<file path="config.mk">
export PLATFORM = sky130hd
export DESIGN_NAME = wptr_full_level_flat
export DESIGN_NICKNAME = d
export VERILOG_FILES = /design/src/rtl/fifo_pkg.sv /design/src/rtl/wptr_full_level_if.sv /design/src/rtl/gray2bin_conv.sv /design/src/rtl/wptr_full_level.sv /design/src/flat_wrapper.sv
export SDC_FILE = /design/constraint.sdc
export NUM_CORES = 1
export LEC_CHECK = 0
export ABC_AREA = 1
export CAP_MARGIN = 30
export CORE_MARGIN = 4
export CORE_UTILIZATION = 46
export DETAILED_ROUTE_END_ITERATION = 12
export PLACE_DENSITY = 0.76
export SYNTH_ARGS = -nofsm -noshare
export SYNTH_HDL_FRONTEND = slang
export SYNTH_SLANG_ARGS = --single-unit
</file>
<file path="constraint.sdc">
create_clock -name wclk -period 2.6 [get_ports wclk]
set_clock_uncertainty 0.1 [all_clocks]
set_input_delay 0.52 -clock wclk [delete_from_list [all_inputs] [get_ports wclk]]
set_output_delay 0.52 -clock wclk [all_outputs]
set_load 0.005 [all_outputs]
</file>
<file path="src/rtl/fifo_pkg.sv">
// fifo_pkg: shared definitions for both sides of the async FIFO pointer logic.
//   ADDRSIZE_DEF - default address width (depth = 2**ADDRSIZE_DEF)
//   bin2gray     - binary to reflected Gray code (up to 32 bits)
//   gray2bin     - reflected Gray code to binary (up to 32 bits)
package fifo_pkg;

    localparam int ADDRSIZE_DEF = 8;

    function automatic logic [31:0] bin2gray(input logic [31:0] b);
        return b ^ (b >> 1);
    endfunction

    // Each binary bit is the XOR of all Gray bits at or above it.
    function automatic logic [31:0] gray2bin(input logic [31:0] g);
        logic [31:0] b;
        b = '0;
        for (int i = 0; i < 32; i++) begin
            b[i] = ^(g >> i);
        end
        return b;
    endfunction

endpackage

</file>
<file path="src/rtl/wptr_full_level_if.sv">
// wptr_full_level_if: write-side bundle of the FIFO pointer/flag block.
//   winc, wq2_rptr, wclr_ovf        - requests into the block
//   wfull, walmost_full, woverflow  - status flags
//   waddr, wptr, wlevel             - memory address, Gray pointer, fill level
// master = user of the block, slave = the pointer/flag block itself.
interface wptr_full_level_if
    import fifo_pkg::*;
#(
    parameter int ADDRSIZE = ADDRSIZE_DEF
);

    logic                winc;
    logic [ADDRSIZE:0]   wq2_rptr;
    logic                wclr_ovf;
    logic                wfull;
    logic                walmost_full;
    logic [ADDRSIZE-1:0] waddr;
    logic [ADDRSIZE:0]   wptr;
    logic [ADDRSIZE:0]   wlevel;
    logic                woverflow;

    modport master (
        output winc, wq2_rptr, wclr_ovf,
        input  wfull, walmost_full, waddr, wptr, wlevel, woverflow
    );

    modport slave (
        input  winc, wq2_rptr, wclr_ovf,
        output wfull, walmost_full, waddr, wptr, wlevel, woverflow
    );

endinterface

</file>
<file path="src/rtl/gray2bin_conv.sv">
// gray2bin_conv: combinational Gray-to-binary converter (XOR prefix from MSB).
//   gray_i - W-bit Gray code
//   bin_o  - W-bit binary equivalent
module gray2bin_conv #(
    parameter int W = 9
) (
    input  logic [W-1:0] gray_i,
    output logic [W-1:0] bin_o
);

    for (genvar i = 0; i < W; i++) begin : g_bit
        assign bin_o[i] = ^gray_i[W-1:i];
    end

endmodule

</file>
<file path="src/rtl/wptr_full_level.sv">
// wptr_full_level: write-domain pointer, full/almost-full, fill level and
// sticky overflow for an asynchronous FIFO.
//   wclk   - write clock (the only clock)
//   wrst_n - asynchronous active-low reset
//   wif    - slave side of the write bundle (see wptr_full_level_if)
module wptr_full_level
    import fifo_pkg::*;
#(
    parameter int ADDRSIZE     = ADDRSIZE_DEF,
    parameter int AFULL_THRESH = 2**ADDRSIZE - 4
) (
    input  logic             wclk,
    input  logic             wrst_n,
    wptr_full_level_if.slave wif
);

    localparam logic [ADDRSIZE:0] AFULL_LVL = (ADDRSIZE+1)'(AFULL_THRESH);

    logic [ADDRSIZE:0] wbin_q,   wbin_d;
    logic [ADDRSIZE:0] wptr_q,   wptr_d;
    logic [ADDRSIZE:0] wlevel_q, wlevel_d;
    logic              wfull_q,  wfull_d;
    logic              wafull_q, wafull_d;
    logic              wovf_q,   wovf_d;
    logic [ADDRSIZE:0] rbin;

    gray2bin_conv #(.W(ADDRSIZE+1)) u_rconv (
        .gray_i (wif.wq2_rptr),
        .bin_o  (rbin)
    );

    always_comb begin
        wbin_d   = wbin_q + {{ADDRSIZE{1'b0}}, wif.winc & ~wfull_q};
        wptr_d   = (wbin_d >> 1) ^ wbin_d;
        // Full when the write pointer has lapped the read pointer once: in
        // Gray code that is the top two bits inverted, the rest equal.
        wfull_d  = (wptr_d == {~wif.wq2_rptr[ADDRSIZE:ADDRSIZE-1],
                               wif.wq2_rptr[ADDRSIZE-2:0]});
        // Modulo subtraction keeps the level correct across pointer wrap.
        wlevel_d = wbin_d - rbin;
        wafull_d = (wlevel_d >= AFULL_LVL);
        // A new overflow in the same cycle as a clear keeps the flag set.
        wovf_d   = (wif.winc & wfull_q) | (wovf_q & ~wif.wclr_ovf);
    end

    always_ff @(posedge wclk or negedge wrst_n) begin
        if (!wrst_n) begin
            wbin_q   <= '0;
            wptr_q   <= '0;
            wlevel_q <= '0;
            wfull_q  <= 1'b0;
            wafull_q <= 1'b0;
            wovf_q   <= 1'b0;
        end else begin
            wbin_q   <= wbin_d;
            wptr_q   <= wptr_d;
            wlevel_q <= wlevel_d;
            wfull_q  <= wfull_d;
            wafull_q <= wafull_d;
            wovf_q   <= wovf_d;
        end
    end

    assign wif.waddr        = wbin_q[ADDRSIZE-1:0];
    assign wif.wptr         = wptr_q;
    assign wif.wlevel       = wlevel_q;
    assign wif.wfull        = wfull_q;
    assign wif.walmost_full = wafull_q;
    assign wif.woverflow    = wovf_q;

endmodule

</file>
<file path="src/flat_wrapper.sv">
// flat-port wrapper written by rule: the top's interface ports become plain ports
module wptr_full_level_flat import fifo_pkg::*;
#(
    parameter int ADDRSIZE     = ADDRSIZE_DEF,
    parameter int AFULL_THRESH = 2**ADDRSIZE - 4
)
  (wclk, wrst_n, wif_winc, wif_wq2_rptr, wif_wclr_ovf, wif_wfull, wif_walmost_full, wif_waddr, wif_wptr, wif_wlevel, wif_woverflow);
  wptr_full_level_if #(.ADDRSIZE(ADDRSIZE)) wif_i ();
  input  logic wclk;
  input  logic wrst_n;
  input wire logic [$bits(wif_i.winc)-1:0] wif_winc;
  input wire logic [$bits(wif_i.wq2_rptr)-1:0] wif_wq2_rptr;
  input wire logic [$bits(wif_i.wclr_ovf)-1:0] wif_wclr_ovf;
  output wire logic [$bits(wif_i.wfull)-1:0] wif_wfull;
  output wire logic [$bits(wif_i.walmost_full)-1:0] wif_walmost_full;
  output wire logic [$bits(wif_i.waddr)-1:0] wif_waddr;
  output wire logic [$bits(wif_i.wptr)-1:0] wif_wptr;
  output wire logic [$bits(wif_i.wlevel)-1:0] wif_wlevel;
  output wire logic [$bits(wif_i.woverflow)-1:0] wif_woverflow;
  assign wif_i.winc = wif_winc;
  assign wif_i.wq2_rptr = wif_wq2_rptr;
  assign wif_i.wclr_ovf = wif_wclr_ovf;
  assign wif_wfull = wif_i.wfull;
  assign wif_walmost_full = wif_i.walmost_full;
  assign wif_waddr = wif_i.waddr;
  assign wif_wptr = wif_i.wptr;
  assign wif_wlevel = wif_i.wlevel;
  assign wif_woverflow = wif_i.woverflow;
  wptr_full_level #(.ADDRSIZE(ADDRSIZE), .AFULL_THRESH(AFULL_THRESH)) u_core (.wclk(wclk), .wrst_n(wrst_n), .wif(wif_i));
endmodule
</file>
==> metrics.yaml, run 1 <==
drv_slew: 0
final_cells: 401
yosys.area.top_type: "dfrtp_1"
cp_data_arrival_time_ns: 2.67
hold_start: "wif_winc"
rr_startpoint: "u_core.wif.wfull"
core_um2: 4029
drc_errors: 0
io_pins: 42
synth_compound_area_frac: 0.02390
p_seq_frac: 0.181
synth.area.mux_share: 0
p_leak_nw: 1.665
gp_congestion: 0.9190
worst_setup_path_start_kind: "primary input"
fp.dieH_um: 72.89
min_period_ns: 2.600
critPathMaxStageDelay_ns: 0.38
fmax_mhz: 384.7
cts_buffers: 5
htreeDepth: 2
path_cells: "dlygate4sd2_1, xor2_2, xnor2_2, xnor2_1, inv_1, ha_2, inv_2, fa_2, nand2_2, inv_2, nand3_2, nand2_2, nand2_2, nand2_1, nand2_1, nand2_1, nand3_1, nand2_1"
criticalPathCategory: "primary input to flip-flop"
pre_cts_slack_ns: -0.6638
p_switching_mw: 2.027
end_kind: "flip-flop"
seqCellArea_um2: 725.7
multi_input_area_um2: 1471
grt_pass1_wl_mm: 10.25
tightest_slew_ns: 0.3821
whs_ns: 0.3753
r2r-end: "u_core.wif.walmost_full"
final_cell_area_um2: 3401
hold_class: "primary input to flip-flop"
synth_top_area_frac: 0.3747
syn_inst: 236
worstPathMaxFanout: 3
grt_pass1_vias: 2145
avgSynthCellArea_um2: 8.207
place_inst: 381
switching_share: 0.4338
portBuffers: 41
grt_use_total: 0.2549
wl_per_cell_um: 18.52
finalWirelength_mm: 7.426
combPwrFrac: 0.728
cts_tree: "done"
clockBufferDepth: 2
cts.sinks: 29
total_power_mw: 4.673
fp-row-count: 23
status: "completed"
drt_pass1_iterations: 6
vias: 2127
crit_family: "simple AND/OR/NAND/NOR gates"
post_dp_cell_area_um2: 2820
p_int_mw: 2.646
syn_to_final_growth_pct: 75.58
overflow: 0
die_area_um2: 5313
crit_path_start: "wif_wq2_rptr[0]"
final_core_util: 0.8441
finalNetCount: 374
r2r_cells: 15
worstHoldPathCells: 3
die_x_um: 72.89
power_density_nw_per_um2: 1374
synth_top_family_by_area: "simple AND/OR/NAND/NOR gates"
rsz0062_at_grt: "true"
layout-drive-gt1-share: 0.4929
ant_nets: 0
setup_viol: 0
worstSkewPairLatency_ns: 0.29
viasPerCell: 5.304
insertedDiodeCount: 0
worst_slew_margin_rel: 0.7453
synth_area_leaders: "dfrtp_1 37%, nand2_1 14%, inv_1 6.6%, ha_1 6.5%, xor2_1 6.3%"
grt_max_degree: 30
synth-seq-area-share: 0.3747
drt_iter0_drc: 184
synth_simple_gate_area_frac: 0.2752
antenna_found_initial: 0
dpl.hpwl_mm: 3.871
ff2ff_setup_slack_ns: 0.02
holdPathEnd: "u_core.wif.woverflow"
synth-adder-area-share: 0.07494
synth_fp_nets: 260
hold_violations: 0
fillers: 204
tns_ns: 0
ir_drop_mv: 0.4742
path_buf_inv: 4
synth_xor_area_frac: 0.1744
yosysWarnings: 0
syn_area_um2: 1937
fin_crit_sh: 0.9998
floorplan.initialDensity: 0.4807
p_clk_frac: 0.091
slowest_stage: "fa_2"
cts.clk_slew.worst_paths_ns: 0.07
hold_buffers: 0
path_common_cell: "nand2_1"
crit_required_ns: 2.68
root_buffer: "clkbuf_8"
layout_setup_ws_ns: 0.0004519
cap_violations: 0
synth_cell_type_count: 24
synth-seq-cells: 29
==> state kept, by name (all words and copies together) (netlist names) <==
signal and count:
u_core.wif.wlevel 9, u_core.wif.wfull 1, u_core.wbin_q 9, u_core.wif.woverflow 1, u_core.wif.walmost_full 1, u_core.wif.wptr 8
==> placed cells by master (no fill, tap or decap), types with 2 or more instances in the layout <==
master	n
inv_2	13
nand3_2	11
clkdlybuf4s50_1	31
xor2_2	10
buf_4	64
nor2_2	4
ha_4	6
nor2_1	5
nand3_1	13
a21oi_4	2
dlygate4sd2_1	2
nand2_1	53
nand2_2	18
xor2_1	5
clkbuf_8	7
xor2_4	3
inv_1	23
nand3_4	3
clkbuf_2	6
ha_2	3
xnor2_1	6
dfrtp_1	29
buf_6	4
nor2_4	4
xnor2_4	3
nand4_1	2
xnor2_2	3
and2_1	2
==> area by class of cell <==
type,instances,area share
tap,50,0.01840
timing repair buffer,109,0.2642
clock buffer,7,0.02833
multi-input combinational,168,0.4327
sequential,29,0.2134
inverter,37,0.04157
clock inverter,1,0.001472
==> power groups by stage <==
stage | clock [mW] | sequential (mW) | combinational, mW
floorplan | 0 | 0.813 | 1.13
global placement | 0 | 0.787 | 2.30
detailed placement | 0 | 0.794 | 2.39
CTS | 0.410 | 0.814 | 2.84
global route | 0.450 | 0.858 | 3.61
finish | 0.425 | 0.844 | 3.40
==> routing by layer <==
metal	GRT usage	up-vias	share of wire
met2	0.4689	112	0.53
met4	0.1025	0	0.049
met1	0.2857	1026	0.36
met3	0.04959	39	0.062
met5	0	-	0
li1	-	950	-
==> worst max path at each step <==
stage | end | slack, ns | cells past startpoint
floorplan | u_core.wif.walmost_full | 0.008 | 16
global placement | u_core.wif.walmost_full | -0.63 | 18
detailed placement | u_core.wif.walmost_full | -0.66 | 19
CTS | u_core.wif.walmost_full | 0.01 | 20
global route | u_core.wif.walmost_full | -0.13 | 20
finish | u_core.wif.walmost_full | 0.0005 | 18
==> worst min-delay path, delay by kind of cell <==
kind,cells,cell delay (ns)
and+or+nand+nor,1,0.05
AOI/OAI and AO/OA,1,0.06
buffers and inverters,1,0.10
==> cell usage after synthesis <==
cell type  number
nand2_1        72
nor3_1          1
nand3_1        23
dfrtp_1        29
ha_1           10
nor2_4          2
and2_1          3
buf_2           2
inv_1          34
a31oi_1         1
inv_2           3
xnor2_1         9
xor2_2          4
nand3_2         4
xnor2_4         2
nand3b_1        1
o21ai_0         1
a21oi_1         4
xor2_1         14
nor2_1         11
o21bai_1        2
xnor2_2         1
nand4_1         2
fa_1            1
==> repair_timing <==
item | in CTS | in global routing
buffers inserted | 6 | 6
setup endpoints to repair | 9 | 8
pin swaps | 39 | 25
gates resized for setup | 71 | 47
==> logic make-up (layout without fill, tap and decap cells) <==
family | after synthesis | count (layout)
AOI/OAI and AO/OA | 8 | 8
xor gates and xnor gates | 30 | 30
adders and majority gates | 11 | 11
buffers and inverters | 39 | 154
DFF | 29 | 29
and+or+nand+nor | 119 | 119
(Power assumes the default switching activity.)
==> run 2, diff against run 1 <==
- REMOVE_ABC_BUFFERS: unset -> 1
==> run 2 against run 1 <==
Net effect: clock-buffer cell count stayed put; non-clock buffer count is 4 lower; worst hold slack got worse by 0.0034 ns; fmax rose by 0.61%; sequential power fell by 4.0%; register-to-register slack better by 0.07 ns; critical path type unchanged; highest routed layer unchanged; wire length down 18%; setup slack improved by 0.016 ns; combinational power decreased by 7.9%.
==> metrics.yaml, run 2 (synthesis results as in run 1) <==
finalNetCount: 370
floorplan.initialDensity: 0.4807
final_core_util: 0.8177
slowest_stage: "ha_4"
ff2ff_setup_slack_ns: 0.09
min_period_ns: 2.584
r2r-end: "u_core.wif.wfull"
layout_setup_ws_ns: 0.01624
htreeDepth: 2
layout-drive-gt1-share: 0.4438
final_cells: 397
status: "completed"
die_x_um: 72.89
grt_pass1_wl_mm: 8.480
p_int_mw: 2.593
grt_use_total: 0.2094
crit_required_ns: 2.73
clockBufferDepth: 2
cts_buffers: 5
die_area_um2: 5313
insertedDiodeCount: 0
drt_iter0_drc: 112
place_inst: 379
criticalPathCategory: "primary input to flip-flop"
worst_setup_path_start_kind: "primary input"
wl_per_cell_um: 15.42
fp.dieH_um: 72.89
critPathCapture: "u_core.wif.walmost_full"
portBuffers: 41
fillers: 227
worstSkewPairLatency_ns: 0.29
dpl.hpwl_mm: 3.642
fin_crit_sh: 0.9938
end_kind: "flip-flop"
layout_commonest_cell: "buf_4"
tightest_slew_ns: 0.4506
root_buffer: "clkbuf_8"
path_cells: "clkbuf_2, inv_1, nand2_1, nand2_1, nand2_2, nand2_2, nand2_2, nand2_4, xor2_4, ha_4, nand3_4, nand2_4, xor2_2, and2_1, nand3_1, nor2_1, nand3_1, nand2_1"
finalWirelength_mm: 6.122
rr_startpoint: "u_core.wif.wfull"
ant_nets: 0
cts.clk_slew.worst_paths_ns: 0.07
crit_path_start: "wif_wq2_rptr[4]"
cp_data_arrival_time_ns: 2.71
antenna_found_initial: 0
p_seq_frac: 0.186
viasPerCell: 5.055
core_um2: 4029
switching_share: 0.4050
hold_buffers: 0
gp_congestion: 0.8600
ir_drop_mv: 0.9247
p_leak_nw: 1.626
r2r_cells: 13
cts.sinks: 29
worstHoldPathCells: 3
path_buf_inv: 2
final_cell_mix: "62 x buf_4, 58 x nand2_1, 31 x clkdlybuf4s50_1, 29 x dfrtp_1, 23 x inv_1"
overflow: 0
combPwrFrac: 0.718
syn_to_final_growth_pct: 70.09
pre_cts_slack_ns: -0.7263
crit_family: "simple AND/OR/NAND/NOR gates"
worstPathMaxFanout: 6
grt_pass1_vias: 1958
hold_class: "primary input to flip-flop"
rsz0062_at_grt: "true"
setup_viol: 0
cts_tree: "done"
hold_violations: 0
cp.depth: 18
power_density_nw_per_um2: 1323
fmax_mhz: 387.0
tns_ns: 0
drt_pass1_iterations: 4
drv_slew: 0
worst_slew_margin_rel: 0.6986
drc_errors: 0
io_pins: 42
cap_violations: 0
fp-row-count: 23
final_cell_area_um2: 3294
critPathMaxStageDelay_ns: 0.31
grt_max_degree: 30
p_switching_mw: 1.765
vias: 2007
p_clk_frac: 0.097
post_dp_cell_area_um2: 2805
[run 2: changes by cell type in the layout (fill, tap and decap cells not counted), moves of 3 or more]
cell | before | now
nand3_1 | 13 | 17
xor2_1 | 5 | 8
xor2_2 | 10 | 7
nand2_1 | 53 | 58
nand3_2 | 11 | 6
nand2_2 | 18 | 12
[run 2: repair_timing]
action	4_1_cts	5_1_grt
pin swaps	17	45
gates resized for setup	36	64
setup endpoints to repair	8	7
cloned	0	0
buffers inserted	3	7
[run 2: worst min-delay path by stage]
stage	from	end	slack, ns
after global routing	wif_winc	u_core.wif.woverflow	0.39
after floorplan	wrst_n	u_core.wbin_q[0]	0.12
after global placement	u_core.wif.wfull	u_core.wif.woverflow	0.40
after CTS	u_core.wif.wfull	u_core.wif.woverflow	0.42
final	wif_winc	u_core.wif.woverflow	0.37
after detailed placement	u_core.wif.wfull	u_core.wif.woverflow	0.40
[run 2: through the flow]
stage          power [mW]  hold WS, ns
2_1_floorplan       1.936       0.1244
3_3_place_gp        3.107       0.3982
3_5_place_dp        3.175       0.4046
4_1_cts             3.798       0.4198
5_1_grt             4.679       0.3850
6_report            4.359       0.3719
[run 2: final cells by class]
cell class | instances | area, um^2 | share of cell area
clock inverter | 1 | 5.005 | 0.001519
sequential | 29 | 725.7 | 0.2203
tap | 50 | 62.56 | 0.01899
clock buffer | 7 | 96.34 | 0.02924
multi-input combinational | 168 | 1405 | 0.4265
inverter | 37 | 138.9 | 0.04216
timing repair buffer | 105 | 860.8 | 0.2613
[run 2: power by group through the flow]
stage	sequential (mW)	clock, mW	combinational [mW]
after floorplan	0.813	0	1.12
after global placement	0.788	0	2.32
after detailed placement	0.789	0	2.39
after CTS	0.784	0.417	2.60
after global routing	0.837	0.458	3.38
final	0.810	0.422	3.13
[run 2: per-layer routing]
layer / global-route usage / up-vias / share of wire / wire length [um]
met5: 0 / - / 0 / 0
met4: 0.08811 / 0 / 0.042 / 260
met3: 0.05096 / 25 / 0.048 / 295
met2: 0.3617 / 73 / 0.52 / 3205
met1: 0.2471 / 969 / 0.39 / 2361
li1: - / 940 / - / -
[run 2: worst register-to-register path, stage by stage (launching register included)]
cell and delay (ns):
dfrtp_1 0.40, nor2_2 0.11, ha_2 0.21, ha_4 0.16, nand3_4 0.10, nor2_4 0.18, xor2_4 0.27, buf_4 0.16
buf_4 0.13, xor2_2 0.16, nor2_1 0.07, nor2_1 0.14, nand3_1 0.11, nor2_2 0.13
